[src/rtl/coin_eject_sequencer_pkg.sv]
// Shared types and coin values for the change-dispense path.
package coin_pkg;

    typedef enum logic [2:0] {
        S_IDLE,
        S_PULSE,
        S_WAIT_DROP,
        S_GAP,
        S_DONE,
        S_FAULT
    } state_t;

    typedef enum logic [1:0] {Q, D, N} denom_t;

    localparam int QUARTER = 25;
    localparam int DIME    = 10;
    localparam int NICKEL  = 5;

    // Fixed dispense order: quarters first, then dimes, then nickels.
    function automatic denom_t first_denom(input logic q_nz, input logic d_nz);
        if (q_nz)
            return Q;
        else if (d_nz)
            return D;
        else
            return N;
    endfunction

endpackage

[src/rtl/coin_eject_sequencer_cycle_timer.sv]
// Loadable down-counter that stops at zero and flags it.
module cycle_timer #(
    parameter int W = 4
) (
    input  logic         clk,
    input  logic         rst_n,
    input  logic         load,
    input  logic [W-1:0] value,
    input  logic         en,
    output logic         zero
);

    logic [W-1:0] count;

    always_ff @(posedge clk or negedge rst_n) begin
        if (!rst_n)
            count <= '0;
        else if (load)
            count <= value;
        else if (en && (count != '0))
            count <= count - 1'b1;
    end

    assign zero = (count == '0);

endmodule

[src/rtl/coin_eject_sequencer.sv]
// Hopper eject sequencer: pulses one solenoid per coin, confirms each drop, reports done or jam.
//
//   state       | meaning
//   S_IDLE      | waiting for start
//   S_PULSE     | active solenoid driven for PULSE_CYCLES
//   S_WAIT_DROP | pulse finished, waiting for the drop sensor
//   S_GAP       | settle time after a confirmed drop
//   S_DONE      | all coins confirmed; done pulses on the following cycle
//   S_FAULT     | drop not seen in time; holds until the next start
module coin_eject_sequencer
    import coin_pkg::*;
#(
    parameter int CNT_W        = 5,
    parameter int PULSE_CYCLES = 4,
    parameter int GAP_CYCLES   = 8,
    parameter int ACK_TIMEOUT  = 1000
) (
    input  logic             clk,
    input  logic             rst_n,
    input  logic             start,
    input  logic [CNT_W-1:0] quarters_in,
    input  logic [CNT_W-1:0] dimes_in,
    input  logic [CNT_W-1:0] nickels_in,
    input  logic             coin_sensed,
    output logic             eject_q,
    output logic             eject_d,
    output logic             eject_n,
    output logic             busy,
    output logic             done,
    output logic             fault,
    output logic [CNT_W-1:0] rem_q,
    output logic [CNT_W-1:0] rem_d,
    output logic [CNT_W-1:0] rem_n
);

    localparam int PG_MAX = (PULSE_CYCLES > GAP_CYCLES) ? PULSE_CYCLES : GAP_CYCLES;
    localparam int PG_W   = $clog2(PG_MAX + 1);
    localparam int AT_W   = $clog2(ACK_TIMEOUT + 1);

    localparam logic [PG_W-1:0] PULSE_LD = PG_W'(PULSE_CYCLES - 1);
    localparam logic [PG_W-1:0] GAP_LD   = PG_W'((GAP_CYCLES > 0) ? GAP_CYCLES - 1 : 0);
    localparam logic [AT_W-1:0] ACK_LD   = AT_W'(ACK_TIMEOUT - 1);

    state_t           state, state_nxt, after_drop;
    denom_t           act, act_nxt;
    logic             got, got_nxt;
    logic [CNT_W-1:0] rq_nxt, rd_nxt, rn_nxt;
    logic             accept, drop_ok, any_nxt;
    logic             enter_pulse, enter_gap;
    logic             pg_load, pg_en, pg_zero;
    logic [PG_W-1:0]  pg_val;
    logic             at_load, at_en, at_zero;
    logic             ej_q_nxt, ej_d_nxt, ej_n_nxt;
    logic             busy_nxt, done_nxt, fault_nxt;

    assign pg_en = (state == S_PULSE) || (state == S_GAP);
    assign at_en = (state == S_PULSE) || (state == S_WAIT_DROP);

    cycle_timer #(.W(PG_W)) u_pg_timer (
        .clk   (clk),
        .rst_n (rst_n),
        .load  (pg_load),
        .value (pg_val),
        .en    (pg_en),
        .zero  (pg_zero)
    );

    cycle_timer #(.W(AT_W)) u_ack_timer (
        .clk   (clk),
        .rst_n (rst_n),
        .load  (at_load),
        .value (ACK_LD),
        .en    (at_en),
        .zero  (at_zero)
    );

    always_ff @(posedge clk or negedge rst_n) begin
        if (!rst_n) begin
            state   <= S_IDLE;
            act     <= Q;
            got     <= 1'b0;
            rem_q   <= '0;
            rem_d   <= '0;
            rem_n   <= '0;
            eject_q <= 1'b0;
            eject_d <= 1'b0;
            eject_n <= 1'b0;
            busy    <= 1'b0;
            done    <= 1'b0;
            fault   <= 1'b0;
        end else begin
            state   <= state_nxt;
            act     <= act_nxt;
            got     <= got_nxt;
            rem_q   <= rq_nxt;
            rem_d   <= rd_nxt;
            rem_n   <= rn_nxt;
            eject_q <= ej_q_nxt;
            eject_d <= ej_d_nxt;
            eject_n <= ej_n_nxt;
            busy    <= busy_nxt;
            done    <= done_nxt;
            fault   <= fault_nxt;
        end
    end

    always_comb begin
        state_nxt   = state;
        act_nxt     = act;
        got_nxt     = got;
        rq_nxt      = rem_q;
        rd_nxt      = rem_d;
        rn_nxt      = rem_n;
        accept      = 1'b0;
        drop_ok     = 1'b0;
        after_drop  = S_GAP;
        enter_pulse = 1'b0;
        enter_gap   = 1'b0;
        pg_load     = 1'b0;
        pg_val      = PULSE_LD;
        at_load     = 1'b0;

        case (state)
            S_IDLE, S_FAULT: begin
                if (start) begin
                    accept = 1'b1;
                    rq_nxt = quarters_in;
                    rd_nxt = dimes_in;
                    rn_nxt = nickels_in;
                end
            end
            S_PULSE:     drop_ok = coin_sensed && !got;
            S_WAIT_DROP: drop_ok = coin_sensed;
            default:     ;
        endcase

        // One confirmed drop per pulse; the guards keep the counts from wrapping.
        if (drop_ok) begin
            case (act)
                Q:       if (rem_q != '0) rq_nxt = rem_q - 1'b1;
                D:       if (rem_d != '0) rd_nxt = rem_d - 1'b1;
                N:       if (rem_n != '0) rn_nxt = rem_n - 1'b1;
                default: ;
            endcase
        end

        any_nxt = (rq_nxt != '0) || (rd_nxt != '0) || (rn_nxt != '0);
        if (GAP_CYCLES == 0)
            after_drop = any_nxt ? S_PULSE : S_DONE;

        case (state)
            S_IDLE, S_FAULT: begin
                if (accept)
                    state_nxt = any_nxt ? S_PULSE : S_DONE;
            end
            S_PULSE: begin
                if (at_zero && !got && !drop_ok)
                    state_nxt = S_FAULT;
                else if (pg_zero)
                    state_nxt = (got || drop_ok) ? after_drop : S_WAIT_DROP;
                else
                    got_nxt = got || drop_ok;
            end
            S_WAIT_DROP: begin
                if (drop_ok)
                    state_nxt = after_drop;
                else if (at_zero)
                    state_nxt = S_FAULT;
            end
            S_GAP: begin
                if (pg_zero)
                    state_nxt = any_nxt ? S_PULSE : S_DONE;
            end
            S_DONE:  state_nxt = S_IDLE;
            default: state_nxt = S_IDLE;
        endcase

        enter_pulse = (state_nxt == S_PULSE) && ((state != S_PULSE) || pg_zero);
        enter_gap   = (state_nxt == S_GAP) && (state != S_GAP);
        pg_load     = enter_pulse || enter_gap;
        pg_val      = enter_gap ? GAP_LD : PULSE_LD;
        at_load     = enter_pulse;
        if (enter_pulse) begin
            act_nxt = first_denom(rq_nxt != '0, rd_nxt != '0);
            got_nxt = 1'b0;
        end
    end

    // Flop inputs for the outputs; the denomination is latched at pulse entry so a
    // mid-pulse drop cannot switch solenoids.
    always_comb begin
        ej_q_nxt  = (state_nxt == S_PULSE) && (act_nxt == Q);
        ej_d_nxt  = (state_nxt == S_PULSE) && (act_nxt == D);
        ej_n_nxt  = (state_nxt == S_PULSE) && (act_nxt == N);
        busy_nxt  = (state_nxt == S_PULSE) || (state_nxt == S_WAIT_DROP) ||
                    (state_nxt == S_GAP) || (state_nxt == S_DONE);
        done_nxt  = (state == S_DONE);
        fault_nxt = (state_nxt == S_FAULT);
    end

endmodule

[config.mk]
export PLATFORM = sky130hd
export DESIGN_NAME = coin_eject_sequencer
export DESIGN_NICKNAME = d
export VERILOG_FILES = /design/src/rtl/coin_eject_sequencer_pkg.sv /design/src/rtl/coin_eject_sequencer_cycle_timer.sv /design/src/rtl/coin_eject_sequencer.sv
export SDC_FILE = /design/constraint.sdc
export NUM_CORES = 1
export LEC_CHECK = 0
export CORE_MARGIN = 1
export CORE_UTILIZATION = 55
export CTS_CLUSTER_DIAMETER = 60
export CTS_CLUSTER_SIZE = 8
export DETAILED_ROUTE_END_ITERATION = 16
export HOLD_SLACK_MARGIN = 0.06
export PLACE_DENSITY = 0.79
export SLEW_MARGIN = 20
export SYNTH_ARGS = -nofsm -noshare
export SYNTH_HDL_FRONTEND = slang
export SYNTH_HIERARCHICAL = 1
export SYNTH_SLANG_ARGS = --single-unit
[constraint.sdc]
create_clock -name clk -period 3.9 [get_ports clk]
set_input_delay 0.975 -clock clk [delete_from_list [all_inputs] [get_ports clk]]
set_output_delay 0.975 -clock clk [all_outputs]
set_load 0.01 [all_outputs]
Word level (Yosys, flattened, before mapping)
Cells that the tools add are included.

Word-level logic and storage cells: 116. Flip-flop bits (word level): 41. Output and inout port bits: 21. Input port bits: 19.

Add/subtract/negate cells: 5. Equal/unequal tests: 18. Multiplexer cells: 39. Reductions and logical operators: 40.

Operators by type and width (number): 2-to-1 mux 5 bit (15); nonzero test 5 bit (6); 2-to-1 mux 3 bit (8); 2-to-1 mux 10 bit (2); subtractor 5 x 1 -> 5 bit (second input constant) (3); == test 3 x 2 -> 1 bit (second input constant) (4); == test 3 bit (second input constant) (4); case mux 3 bit (4 select lines) (1); logical AND 1 bit (10); logical NOT 10 bit (1); logical OR 1 bit (10); nonzero test 10 bit (1); subtractor 10 x 1 -> 10 bit (second input constant) (1); 2-to-1 mux 4 bit (2); 2-to-1 mux 1 bit (7); == test 3 x 1 -> 1 bit (second input constant) (2); 2-to-1 mux 2 bit (3); nonzero test 2 bit (3); == test 2 x 1 -> 1 bit (second input constant) (2); == test 2 bit (second input constant) (2); logical NOT 2 bit (2); logical NOT 4 bit (1); nonzero test 4 bit (1); subtractor 4 x 1 -> 4 bit (second input constant) (1); other kinds (9) (10).

Logic depth before layout (Yosys ltp)
Gate-level depths: netlist of run 1.

Word-level depth: 17. Gate-level depth with buffers: 15. Mapped depth without buffers: 14.

By module
Netlist of run 1, hierarchy kept.

Modules (own cells, without submodules): coin_eject_sequencer (area each 1875.5 µm², cells each 218, instances 1, seq. area each 675.6 µm²); cycle_timer (u_ack_timer) (area each 621.8 µm², cells each 67, instances 1, seq. area each 250.2 µm²); cycle_timer (u_pg_timer) (area each 270.3 µm², cells each 27, instances 1, seq. area each 100.1 µm²).

Least setup slack after synthesis of run 1
OpenSTA, ideal clock, no wires.

Path type: input to register. Start point: in coin_sensed. End point: reg u_ack_timer.count[0]. Setup slack: 0.110 ns. Stages: 11. Required time: 3.765 ns. Path buffers: 3. Arrival time: 3.654 ns. Setup time: 0.135 ns. Cells stage by stage: or3b_2 a2111o_1 buf_6 a21oi_2 nor4_2 and4b_1 or2_1 nor4_4 clkbuf_1 clkbuf_1 o21ai_0.

Cells in the longest elaborated chain, start to end: 12. Elaborated cells on any way between the ends: 25. Classes of those cells: eq/ne: 1; mux: 13; reduce/logical: 11.

RTL lines: start: declaration (line coin_eject_sequencer.sv:24) `input logic coin_sensed,`; logical AND 1 bit (line coin_eject_sequencer.sv:132) `S_PULSE: drop_ok = coin_sensed && !got;`; case mux 1 bit (2 select lines) (*) (line coin_eject_sequencer.sv:123) `case (state)`; 2-to-1 mux 5 bit (line coin_eject_sequencer.sv:138) `if (drop_ok) begin`; nonzero test 5 bit (line coin_eject_sequencer.sv:147) `any_nxt = (rq_nxt != '0) || (rd_nxt != '0) || (rn_nxt != '0);`; logical OR 1 bit (2 in a row) (line coin_eject_sequencer.sv:147); 2-to-1 mux 3 bit (line coin_eject_sequencer.sv:154, coin_eject_sequencer.sv:172); 2-to-1 mux 3 bit (on tied branches) (line coin_eject_sequencer.sv:171, coin_eject_sequencer.sv:153); case mux 3 bit (4 select lines) (*) (line coin_eject_sequencer.sv:151) `case (state)`; named net state_nxt[2] (line coin_eject_sequencer.sv:44) `state_t state, state_nxt, after_drop;`; == test 3 x 1 -> 1 bit (*) (line coin_eject_sequencer.sv:178) `enter_pulse = (state_nxt == S_PULSE) && ((state != S_PULSE) || pg_zero);`; logical AND 1 bit (*) (line coin_eject_sequencer.sv:178); named net at_load (line coin_eject_sequencer.sv:52) `logic at_load, at_en, at_zero;`; 2-to-1 mux 10 bit / nonzero test 2 bit (equally long branches); end signal: assignment (line coin_eject_sequencer_cycle_timer.sv:19) `count <= value;`; end signal: assignment (line coin_eject_sequencer_cycle_timer.sv:21) `count <= count - 1'b1;`; end: declaration (line coin_eject_sequencer_cycle_timer.sv:13) `logic [W-1:0] count;`.

Mark *: on every way through the listed nets, which the timed path passes. The rest lies on a longest branch. A chain may end at the register's enable or synchronous reset.

Final worst setup path of run 1
Start point: in start. End point: reg act[1].

Cells in the longest elaborated chain, start to end: 14. Elaborated cells on any way between the ends: 31. Classes of those cells: eq/ne: 1; mux: 24; reduce/logical: 6.

RTL lines: start: declaration (line coin_eject_sequencer.sv:20) `input logic start,`; 2-to-1 mux 5 bit (line coin_eject_sequencer.sv:125) `if (start) begin`; 2-to-1 mux 5 bit (line coin_eject_sequencer.sv:123); 2-to-1 mux 5 bit (on tied branches) (line coin_eject_sequencer.sv:140, coin_eject_sequencer.sv:141); 2-to-1 mux 5 bit (line coin_eject_sequencer.sv:139) `case (act)`; 2-to-1 mux 5 bit (line coin_eject_sequencer.sv:138); nonzero test 5 bit (line coin_eject_sequencer.sv:147); logical OR 1 bit (2 in a row) (line coin_eject_sequencer.sv:147); 2-to-1 mux 3 bit (line coin_eject_sequencer.sv:154, coin_eject_sequencer.sv:172); 2-to-1 mux 3 bit (on tied branches) (line coin_eject_sequencer.sv:171, coin_eject_sequencer.sv:153); case mux 3 bit (4 select lines) (*) (line coin_eject_sequencer.sv:151); named net state_nxt[2] (line coin_eject_sequencer.sv:44); == test 3 x 1 -> 1 bit (*) (line coin_eject_sequencer.sv:178); logical AND 1 bit (*) (line coin_eject_sequencer.sv:178); named net at_load (line coin_eject_sequencer.sv:52); 2-to-1 mux 2 bit (*) (line coin_eject_sequencer.sv:183) `if (enter_pulse) begin`; named net act_nxt[1] (line coin_eject_sequencer.sv:45) `denom_t act, act_nxt;`; end signal: assignment (line coin_eject_sequencer.sv:93) `act <= act_nxt;`; end: declaration (line coin_eject_sequencer.sv:45).

Marked as above.

==> impl_metrics.toml, run 1 <==
[global_routing]
grt_use_total_pct = 27.2
grt_pass1_wl_um = 11200
grt_pass1_vias = 2507
overflow = 0
grt_max_degree = 42
grt_antenna_before_repair = 0

[clock_network]
root_buffer = "clkbuf_8"
clk_pin_slew_ps = 80
cts_buffers = 5
clockBufferDepth = 2
h-tree-depth = 2
cts_tree = "built"
insertion_delay_ps = 300
cts.sinks = 41

[die]
core_area_um2 = 4790
initial_utilization_pct = 57.8
ios = 40
die_w_um = 72.9
die_y_um = 72.9
rows = 25
die_area_um2 = 5320

[cells_and_area]
syn_to_final_growth_pct = 29.0
fin_nets = 406
finalNonFillerCells = 450
num_antenna_cells = 0
drive_gt1_share_pct = 15.7

[logic_synthesis]
synthAdderAreaFrac_pct = 2.26
synth_cell_types = 62
yosys.area_share.simple_pct = 26.4
synth_compound_area_share_pct = 22.2
synth-seq-cells = 41
synth_edf_count = 0
synth_mux_area_share_pct = 3.48
synthArstFlopShare_pct = 100
netlist_area_um2 = 2770
yosysWarningCount = 6
ys.flop_type = "dfrtp_1"
avgSynthCellArea_um2 = 8.87
syn-instance-count = 312
synth_top_family_by_area = "simple AND/OR/NAND/NOR gates"
seq_area_frac_synth_pct = 37.1
synthXorXnorAreaFrac_pct = 2.53

[timing]
slew_violations = 0
finalWorstSetupSlack_ps = 206
slew_headroom_pct = 37.3
tightest_slew_ps = 917
fin_skew_ps = 8.68
fmax_mhz = 271
finalHoldViolations = 0
period_needed_ps = 3690
min_period_over_period_pct = 94.7
setup_violations = 0
grt_setup_unrepaired = "no"

[setup_path]
worst_r2r_startpoint = "rem_d[0]"
crit_path_max_fanout = 6
reg2reg_to = "u_ack_timer/count[8]"
reg2regPathDepth = 13
cp-end-kind = "flop"
critPathRequiredTime_ps = 4070
rrSetupSlack_ps = 260
critical_path_class = "input pin to flop"
startpoint_type = "input pin"
cp.arrival_ps = 3870

[placed_design]
portBuffers = 39
place_congestion = 0.879
pre_cts_ws_ps = -396
place_hpwl_um = 4920
dp_cells = 439

[pwr]
irDropWorstVdd_uv = 435
powerDensity_nw_per_um2 = 824
power.leakage_nw = 1.50

[detailed_routing]
drt_pass1_iterations = 5
ant_nets = 0
viasPerCell = 6.00
drtIter0Drc = 237
vias = 2699
post_drt_wl_per_cell_um = 15.6
drt-total-wl_um = 7000
drc = 0

[run_status]
status = "finished clean"

[hold_path]
hold_end = "done"
worstHoldPathCells = 2
hp-class = "flop to flop"
hold_start = "state[1]"

[job]
cap_violations = 0
metal layers:
metal / GRT usage, % / routed length [um] / share of wire, % / vias to the layer above
li1: - / - / - / 1260
met1: 35.1 / 3090 / 44 / 1303
met2: 45.3 / 3450 / 49 / 117
met3: 4.83 / 307 / 4.4 / 19
met4: 10.9 / 145 / 2.1 / 0
met5: 0 / 0 / 0 / -
layout make-up:
cell class | instances | area [um2]
Clock inverter | 1 | 30.0
Sequential cell | 41 | 1030
Multi-Input combinational cell | 248 | 1680
Tap cell | 67 | 83.8
Timing Repair Buffer | 65 | 587
Inverter | 21 | 78.8
Fill cell | 354 | 1210
Clock buffer | 7 | 86.3
worst max-delay path, stage by stage:
cell and delay (ps):
clkdlybuf4s50_1 500, nor2b_1 210, buf_4 190, a211oi_1 80
a211oi_1 440, nor4_4 100, and4b_1 210, or2_4 250
nor4_4 400, buf_4 200, mux2_1 340
power by group:
group	switching (mW)	total, mW	internal (mW)
logic	0.914	1.76	0.850
registers	0.206	0.820	0.614
clock network	0.150	0.358	0.209
total	1.27	2.94	1.67
flip-flops by register name, indices dropped and copies added (netlist names), 2 cells and up:
register	flops
u_ack_timer/count	10
u_pg_timer/count	4
state	3
rem_n	5
rem_q	5
act	2
rem_d	5
cell families (layout without fill, tap and decap cells):
group                    Yosys count  in the layout
AO/OA/AOI/OAI                     87             87
XOR/XNOR                           8              8
adder cells (fa/ha/maj)            5              5
buffers and inverters             34             94
flip-flops                        41             41
multiplexers                       9              9
other                              2             13
AND/OR/NAND/NOR                  126            126
synthesized netlist by cell type (4+ instances only):
cell type	n	share of area [%]
clkbuf_1	7	0.95
ha_1	5	2.3
buf_6	4	1.6
nand2b_1	13	2.9
mux2i_1	4	1.4
nand2_1	30	4.1
nor3_1	10	1.8
xnor2_1	4	1.3
xor2_1	4	1.3
dfrtp_1	41	37
a21oi_1	20	3.6
inv_1	21	2.8
nor2_1	20	2.7
a211oi_1	9	2.4
nand3_1	6	1.1
o21ai_0	19	3.4
or4_1	4	1.1
nor2b_1	5	1.1
and2_1	4	0.90
o211ai_1	5	1.4
nand4_1	6	1.4
through the flow:
stage	power (mW)	setup TNS, ps	area (um2)	hold slack [ps]	utilization (%)
floorplan	1.94	0	2810	477	-
global placement	2.43	-3420	3370	554	70.4
detailed placement	2.49	-4370	3370	561	70.4
CTS	2.87	0	3500	593	73.0
global route	3.15	0	3570	631	74.6
finish	2.94	0	3570	596	74.6
what timing repair did:
action,4_1_cts,5_1_grt
hold buffers,0,0
buffers inserted,1,2
resized for setup,1,11
pin swaps,2,7
setup endpoints to repair,7,14
worst max-delay path by stage:
stage / to / slack, ps / cells after the start / from
2_1_floorplan: u_ack_timer/count[0] / 110 / 11 / coin_sensed
3_3_place_gp: u_ack_timer/count[9] / -330 / 12 / coin_sensed
3_5_place_dp: u_ack_timer/count[9] / -400 / 12 / coin_sensed
4_1_cts: act[1] / 20 / 10 / coin_sensed
5_1_grt: u_ack_timer/count[8] / 30 / 13 / rem_d[0]
6_report: act[1] / 210 / 11 / start
layout by cell type (no fill, tap or decap), types with 3 or more instances in the layout:
cell type	n
nor4_1	3
dfrtp_1	41
nor2_1	20
nand2_1	30
a211oi_1	7
a31oi_1	3
buf_4	25
xnor2_1	4
nand3_1	6
and2_1	4
nand2b_1	13
o31a_1	3
nor2b_1	5
mux2_2	3
ha_1	5
o211ai_1	5
nor3_1	10
clkbuf_8	6
or4_1	4
mux2i_1	4
a221o_1	3
or3_1	3
inv_1	21
a21oi_1	20
xor2_1	4
o21ai_0	19
clkdlybuf4s50_1	37
o31ai_1	3
conb_1	13
nand4_1	6
(Power assumes the default switching activity.)
==> inputs of run 2 (changes only) <==
Settings changed: CORE_UTILIZATION 55 to 52, GPL_TIMING_DRIVEN set to 1, PLACE_DENSITY 0.79 to 0.76, SYNTH_HIERARCHICAL 1 to unset.
==> impl_metrics.toml, run 2 <==
[timing]
period_needed_ps = 3250
fin_skew_ps = 10.7
fmax_mhz = 308
tns_ps = 0
hold_ws_ps = 528
tightest_slew_ps = 905
slew_headroom_pct = 39.4
grt_setup_unrepaired = "no"
finalHoldViolations = 0
slew_violations = 0
min_period_over_period_pct = 83.2
setup_violations = 0

[detailed_routing]
drt_pass1_iterations = 4
drt-total-wl_um = 5540
drc = 0
drtIter0Drc = 72
vias = 2166
viasPerCell = 5.84
ant_nets = 0
post_drt_wl_per_cell_um = 14.9

[logic_synthesis]
yosysWarningCount = 0
postSynthNetCount = 302
synth_commonest_cells = "41 x dfrtp_1, 33 x nand2_1, 21 x inv_1"
netlist_area_um2 = 2530
synth_top_cell_by_area = "dfrtp_1"
synthArstFlopShare_pct = 100
synth_edf_count = 0
seq_area_frac_synth_pct = 40.6
synth-seq-cells = 41
synth.most_common_cell = "dfrtp_1"
ys.flop_type = "dfrtp_1"
syn-instance-count = 278
yosys-top-cells-area = "dfrtp_1 41%, nand2_1 4.9%, xnor2_1 3.8%, a21oi_1 3.6%, inv_1 3.1%"
synth_cell_types = 67
avgSynthCellArea_um2 = 9.10
synth_top_area_share_pct = 40.6

[die]
ios = 40
die_y_um = 71.8
die_area_um2 = 5150
initial_utilization_pct = 53.9
die_w_um = 71.8
core_area_um2 = 4690
rows = 25

[setup_path]
critical_path_class = "input pin to flop"
critPathRequiredTime_ps = 4050
cp-end-kind = "flop"
cp.arrival_ps = 3400
reg2regPathDepth = 9
crit_path_max_fanout = 13
worst_r2r_startpoint = "rem_n[0]"
reg2reg_to = "u_pg_timer.count[1]"
rrSetupSlack_ps = 870
startpoint_type = "input pin"

[clock_network]
clk_pin_slew_ps = 70
post-cts-setup-buffers = 0
cts.sinks = 41
cts_resized = 0
cts_tree = "built"
root_buffer = "clkbuf_8"
postCtsHoldBufs = 0
clockBufferDepth = 2
h-tree-depth = 2
cts_buffers = 5
insertion_delay_ps = 300

[hold_path]
hold_start = "u_ack_timer.count[9]"
hp-class = "flop to flop"
hold_end = "u_ack_timer.count[9]"
worstHoldPathCells = 2

[placed_design]
portBuffers = 39
placed_cell_area_um2 = 2940
place_congestion = 0.804
place_hpwl_um = 4110
dp_cells = 364

[global_routing]
grt_max_degree = 42
grt_use_total_pct = 22.4
grt_antenna_before_repair = 0
overflow = 0
grt_pass1_vias = 2023
grt_pass1_wl_um = 8880

[pwr]
power_frac_comb_pct = 52.9
p_total_mw = 2.43
power_frac_clock_pct = 13.6
powerDensity_nw_per_um2 = 798
internal-power_mw = 1.41
power_switching_share_pct = 42.0
power.switching_mw = 1.02
pwr-share-seq_pct = 33.4
power.leakage_nw = 1.25
irDropWorstVdd_uv = 407

[cells_and_area]
drive_gt1_share_pct = 8.83
finalNonFillerCells = 371
num_antenna_cells = 0
syn_to_final_growth_pct = 20.2
fin_area_um2 = 3040
regMostFlops = "u_ack_timer.count"
fin_nets = 341
final_cell_mix = "41 x dfrtp_1, 38 x clkdlybuf4s50_1, 33 x nand2_1"
layout_commonest_cell = "dfrtp_1"
largest_reg_flops = 10

[run_status]
status = "finished clean"

[job]
cap_violations = 0
run 2: metal layers:
layer,vias up,share of wire (%),global-route usage [%]
li1,1077,-,-
met1,1040,46,28.3
met2,44,49,38.5
met3,5,4.1,4.92
met4,0,1.2,6.54
met5,-,0,0
run 2: layout make-up:
type / count / area (um2)
tap: 54 / 67.6
clock buffer: 5 / 68.8
clock inverter: 2 / 35.0
sequential: 41 / 1030
inverter: 21 / 78.8
timing repair buffer: 41 / 400
multi-input combinational: 207 / 1370
fill: 404 / 1650
run 2: critical path, cell delays in order:
cell and delay, ps:
clkdlybuf4s50_1 540, nor3b_1 270, o211ai_1 210, or2_1 360, a311oi_2 350, nand2_1 180
o21bai_4 350, o2111ai_1 160
run 2: power by group through the flow:
stage / combinational (mW) / sequential, mW / clock, mW
5_1_grt: 1.42 / 0.836 / 0.357
4_1_cts: 1.29 / 0.808 / 0.339
2_1_floorplan: 0.916 / 0.790 / 0
3_5_place_dp: 1.29 / 0.813 / 0
3_3_place_gp: 1.25 / 0.810 / 0
6_report: 1.29 / 0.811 / 0.331
run 2: worst max path at each step:
stage	slack, ps	startpoint	end
finish	650	coin_sensed	u_pg_timer.count[1]
global route	520	coin_sensed	u_pg_timer.count[1]
CTS	640	coin_sensed	u_pg_timer.count[1]
detailed placement	330	coin_sensed	u_pg_timer.count[1]
global placement	410	coin_sensed	u_pg_timer.count[1]
floorplan	1050	coin_sensed	eject_n
run 2: cells by family after synthesis:
| logic type | Yosys count | synth area share, % |
|---|---|---|
| AOI/OAI and AO/OA | 70 | 20.5 |
| xor gates and xnor gates | 16 | 5.54 |
| adders and majority gates | 5 | 2.47 |
| buffers and inverters | 30 | 5.49 |
| DFF | 41 | 40.6 |
| muxes | 3 | 1.24 |
| and+or+nand+nor | 113 | 24.2 |
run 2: stage by stage:
| stage | utilization (%) | setup slack, ps |
|---|---|---|
| after floorplan | - | 1050 |
| after global placement | 62.6 | 408 |
| after detailed placement | 62.6 | 330 |
| after CTS | 64.8 | 640 |
| after global routing | 64.8 | 516 |
| final | 64.8 | 654 |
